### src/rtl/alu_rr_arbiter.sv
// Round-robin share of one combinational ALU between two requesters; ALU_RR_ARBITER_STATS_EN adds grant counters.
// Latency: accept at T, registered result with rsp valid at T+2; one operation in flight, so at best 1 op per 3 cycles.
// Backpressure: a stalled response holds the FSM in RESP; no new request is accepted until the winner takes its result.
module alu_rr_arbiter #(
  parameter int N = 32
) (
  input  logic         clk,
  input  logic         rst,
  input  logic         req0_valid,
  output logic         req0_ready,
  input  logic [N-1:0] req0_op1,
  input  logic [N-1:0] req0_op2,
  input  logic [2:0]   req0_op_code,
  input  logic         req1_valid,
  output logic         req1_ready,
  input  logic [N-1:0] req1_op1,
  input  logic [N-1:0] req1_op2,
  input  logic [2:0]   req1_op_code,
  output logic         rsp0_valid,
  input  logic         rsp0_ready,
  output logic         rsp1_valid,
  input  logic         rsp1_ready,
  output logic [N-1:0] rsp_dout,
  output logic         rsp_zero,
  output logic         rsp_sign,
  output logic         rsp_cry,
  output logic [N-1:0] alu_op1,
  output logic [N-1:0] alu_op2,
  output logic [2:0]   alu_op_code,
  input  logic [N-1:0] alu_dout,
  input  logic         alu_zero_flag,
  input  logic         alu_sign_out,
  input  logic         alu_cry_out,
  output logic         busy
`ifdef ALU_RR_ARBITER_STATS_EN
  ,
  output logic [15:0]  stat_grant0,
  output logic [15:0]  stat_grant1
`endif
);

  localparam logic [1:0] IDLE = 2'd0;
  localparam logic [1:0] EXEC = 2'd1;
  localparam logic [1:0] RESP = 2'd2;

  typedef struct packed {
    logic [N-1:0] op1;
    logic [N-1:0] op2;
    logic [2:0]   op_code;
  } alu_req_t;

  logic [1:0] state;
  logic       rr_ptr;
  logic       gnt_id;
  logic       gnt_sel;
  logic       accept;
  logic       rsp_hs;
  alu_req_t   hold_q;
  alu_req_t   req_mux;

  // A lone requester wins outright; the pointer only breaks ties.
  always_comb begin
    gnt_sel    = (req0_valid && req1_valid) ? rr_ptr : req1_valid;
    req0_ready = (state == IDLE) && req0_valid && !gnt_sel;
    req1_ready = (state == IDLE) && req1_valid && gnt_sel;
    accept     = req0_ready || req1_ready;
    req_mux    = gnt_sel ? {req1_op1, req1_op2, req1_op_code}
                         : {req0_op1, req0_op2, req0_op_code};
    rsp_hs     = (state == RESP) && (gnt_id ? rsp1_ready : rsp0_ready);
  end

  always_ff @(posedge clk) begin
    if (rst) begin
      state    <= IDLE;
      rr_ptr   <= 1'b0;
      gnt_id   <= 1'b0;
      hold_q   <= '0;
      rsp_dout <= '0;
      rsp_zero <= 1'b0;
      rsp_sign <= 1'b0;
      rsp_cry  <= 1'b0;
    end else begin
      case (state)
        IDLE: begin
          if (accept) begin
            hold_q <= req_mux;
            gnt_id <= gnt_sel;
            state  <= EXEC;
          end
        end
        EXEC: begin
          rsp_dout <= alu_dout;
          rsp_zero <= alu_zero_flag;
          rsp_sign <= alu_sign_out;
          rsp_cry  <= alu_cry_out;
          state    <= RESP;
        end
        RESP: begin
          if (rsp_hs) begin
            rr_ptr <= ~gnt_id;
            state  <= IDLE;
          end
        end
        default: state <= IDLE;
      endcase
    end
  end

  // The ALU only ever sees the captured operands, so it is isolated from request-side churn.
  assign alu_op1     = hold_q.op1;
  assign alu_op2     = hold_q.op2;
  assign alu_op_code = hold_q.op_code;
  assign rsp0_valid  = (state == RESP) && !gnt_id;
  assign rsp1_valid  = (state == RESP) && gnt_id;
  assign busy        = (state != IDLE);

`ifdef ALU_RR_ARBITER_STATS_EN
  always_ff @(posedge clk) begin
    if (rst) begin
      stat_grant0 <= 16'h0000;
      stat_grant1 <= 16'h0000;
    end else begin
      if (req0_valid && req0_ready && stat_grant0 != 16'hFFFF)
        stat_grant0 <= stat_grant0 + 16'd1;
      if (req1_valid && req1_ready && stat_grant1 != 16'hFFFF)
        stat_grant1 <= stat_grant1 + 16'd1;
    end
  end
`endif

endmodule

### config.mk
export PLATFORM = sky130hd
export DESIGN_NAME = alu_rr_arbiter
export DESIGN_NICKNAME = d
export VERILOG_FILES = /design/src/rtl/alu_rr_arbiter.sv
export SDC_FILE = /design/constraint.sdc
export NUM_CORES = 1
export LEC_CHECK = 0
export CAP_MARGIN = 20
export CORE_MARGIN = 5
export CORE_UTILIZATION = 34
export CTS_CLUSTER_SIZE = 20
export DETAILED_ROUTE_END_ITERATION = 8
export GPL_TIMING_DRIVEN = 0
export PLACE_DENSITY = 0.81
export SYNTH_ARGS = -nofsm -noshare
export SYNTH_HDL_FRONTEND = slang
export SYNTH_SLANG_ARGS = --single-unit
### constraint.sdc
create_clock -name clk -period 1.4 [get_ports clk]
set_input_delay 0.28 -clock clk [delete_from_list [all_inputs] [get_ports clk]]
set_output_delay 0.28 -clock clk [all_outputs]
set_load 0.02 [all_outputs]
==> impl_metrics.tcl <==
set metrics [dict create \
    yosysUniqueCellTypes 32 \
    drtAntennaViolNets 0 \
    ctsLongestPathBuffers 2 \
    drt_iter0_markers 280 \
    slowest_delay_ns 0.41 \
    slew-limit-headroom 0.4768 \
    track_usage 0.2302 \
    firstDrtPassIters 5 \
    synth_top_family_by_area "compound AO/OA/AOI/OAI gates" \
    final_common_cell "clkdlybuf4s50_1" \
    maxCapViolCount 0 \
    status "finished with violations" \
    layout-drive-gt1-share 0.2223 \
    antenna_cells 0 \
    area_growth_pct 92.32 \
    grt_pass1_wl_mm 29.86 \
    worstPathArrival_ns 1.39 \
    critical_path_class "register to output port" \
    finalCritPeriodShare 1.196 \
    dp.cells 1036 \
    wire_per_inst_um 19.46 \
    initial_core_util 0.3443 \
    fin_util 0.6622 \
    viasPerCell 5.387 \
    core_region_area_sq_mm 0.01377 \
    cts_inserted_buffers 9 \
    crit_end "req0_ready" \
    die_w_um 128.1 \
    synth_compound_area_frac 0.3195 \
    setup_tns_ns -2.293 \
    antenna_found_initial 2 \
    route.detailed.drc 0 \
    synth-adder-area-share 0 \
    postCtsHoldBufs 0 \
    vias 5839 \
    crit_path_end_kind "output port" \
    slew_viol_final 0 \
    ys.flop_type "dfxtp_1" \
    fill_cells 1162 \
    layout_common_cells "clkdlybuf4s50_1, dfxtp_1, dlygate4sd2_1, nand2_1, nand3_1" \
    cts-root-buf "clkbuf_16" \
    layout.nets 1076 \
    rsz0062_at_grt "yes" \
    syn_area_sq_mm 0.004742 \
    tritoncts "built" \
    port_buffers 279 \
    ys_seq_area_frac 0.4475 \
    gp_congestion 0.8375 \
    die_height_um 128.1 \
    r2r-end "alu_op2[26]" \
    max_freq_mhz 597.3 \
    r2r-start "state[1]" \
    power_mw 9.537 \
    synth_xor_area_frac 0 \
    worst_slack_ns -0.2743 \
    power_density_mw_per_mm2 1046 \
    async_flop_share 0 \
    finalSetupViolations 48 \
    clock_sinks 106 \
    period_minus_slack_ns 1.674 \
    syn_inst 577 \
    clk_latency_ns 0.35 \
    path_cells "or3b_4 > a21oi_4 > buf_6" \
    violations "negative setup slack" \
    io_pins 282 \
    cpMaxStageDelayCell "or3b_4" \
    skew_ns 0.005345 \
    min_path_type "input port to register" \
    finalNonFillerCells 1084 \
    synth_edf_count 0 \
    h-tree-depth 3 \
    grt_max_degree 20 \
    muxShareOfSynthArea 0.002111 \
    worst_slew_pin_slew_ns 0.7848 \
    die_area_sq_mm 0.01641 \
    ys_ff_latch 106 \
    synth_fp_nets 752 \
    regToRegSetupSlack_ns -0.13 \
    hold_violations 0 \
    first_global_vias 5639 \
    cp-start-kind "register" \
    place_hpwl_mm 14.86 \
    reg2reg_depth 8 \
    clk_pin_slew_worst_paths_ns 0.07 \
    rows 43 \
    critPathLaunch "state[0]" \
    cp_data_required_time_ns 1.12 \
    synth-simple-area-share 0.1485 \
    p_leak_nw 3.615 \
    peakVddDrop_v 0.0006157 \
    yosysWarnings 0 \
    overflow 0 \
    crit_path_max_fanout 2 \
    whs_ns 0.3869 \
    routed_wl_mm 21.10 \
    syn_avg_cell_area_sq_um 8.218 \
]
==> power by group <==
part	switching [mW]	total (mW)	internal, mW
logic	1.68	3.41	1.73
clock network	1.12	2.59	1.47
registers	0.199	3.53	3.33
total	3.00	9.54	6.53
==> Yosys cell counts, types with 3 or more instances <==
cell type  number  area [sq um]
clkbuf_1       27         101.4
buf_4           7         52.55
nand2_1        70         262.8
nor2b_1         3         18.77
buf_2          26         130.1
o21ai_0        64         320.3
a311oi_1       65         569.3
a21oi_1        95         475.5
buf_1           5         18.77
buf_6           5         56.30
o21ai_1         3         15.01
nor2_1          3         11.26
a21oi_2        10         87.58
nand3_1        67         335.3
dfxtp_1       106          2122
==> state kept, by name, summed over array words and instances (netlist names) <==
signal       flops
alu_op1         32
alu_op2         32
alu_op_code      3
gnt_id           1
rr_ptr           1
rsp_cry          1
rsp_dout        32
rsp_sign         1
rsp_zero         1
state            2
==> logic make-up after synthesis <==
family | after synthesis
compound gates | 241
simple gates | 154
flops | 106
buf+inv | 75
mux | 1
==> critical path: cells and delay by family (launching register included) <==
| family | cells | cell delay (ns) |
|---|---|---|
| and+or+nand+nor | 1 | 0.41 |
| buffers and inverters | 1 | 0.14 |
| AOI/OAI and AO/OA | 1 | 0.15 |
| DFF | 1 | 0.35 |
==> worst min path at each step <==
stage / slack, ns / depth (start not counted) / from / endpoint
2_1_floorplan: 0.42 / 2 / alu_dout[2] / rsp_dout[2]
3_3_place_gp: 0.44 / 2 / rsp_dout[31] / rsp_dout[31]
3_5_place_dp: 0.45 / 2 / rsp_dout[19] / rsp_dout[19]
4_1_cts: 0.38 / 3 / req1_valid / state[0]
5_1_grt: 0.45 / 3 / req1_valid / state[0]
6_report: 0.39 / 3 / req1_valid / state[0]
==> repair_timing <==
action,CTS,global route
pin swaps,42,43
gates cloned,3,8
setup endpoints to repair,204,87
gates resized for setup,225,155
setup buffers,16,10
==> per-layer routing <==
layer	track usage	part of all wire	up-vias
li1	-	-	2781
met1	0.2640	0.38	2734
met2	0.3977	0.50	279
met3	0.08000	0.095	41
met4	0.07990	0.026	4
met5	0	0.0014	-
==> area by class of cell <==
type / instances / area (sq um) / share of cell area
clock buffer: 12 / 256.5 / 0.02812
tap: 180 / 225.2 / 0.02469
multi-input combinational: 396 / 2623 / 0.2876
sequential: 106 / 2131 / 0.2336
clock inverter: 2 / 37.54 / 0.004116
inverter: 3 / 13.76 / 0.001509
buffer: 70 / 620.6 / 0.06805
timing repair buffer: 315 / 3213 / 0.3523
==> per-stage QoR <==
| step | area [sq um] | setup slack, ns |
|---|---|---|
| after floorplan | 4751 | 0.01307 |
| after global placement | 7769 | -1.202 |
| after detailed placement | 7769 | -1.193 |
| after CTS | 8414 | -0.2899 |
| after global routing | 9120 | -0.3184 |
| final | 9120 | -0.2743 |
Note: power is estimated with default switching activity, not from simulation.
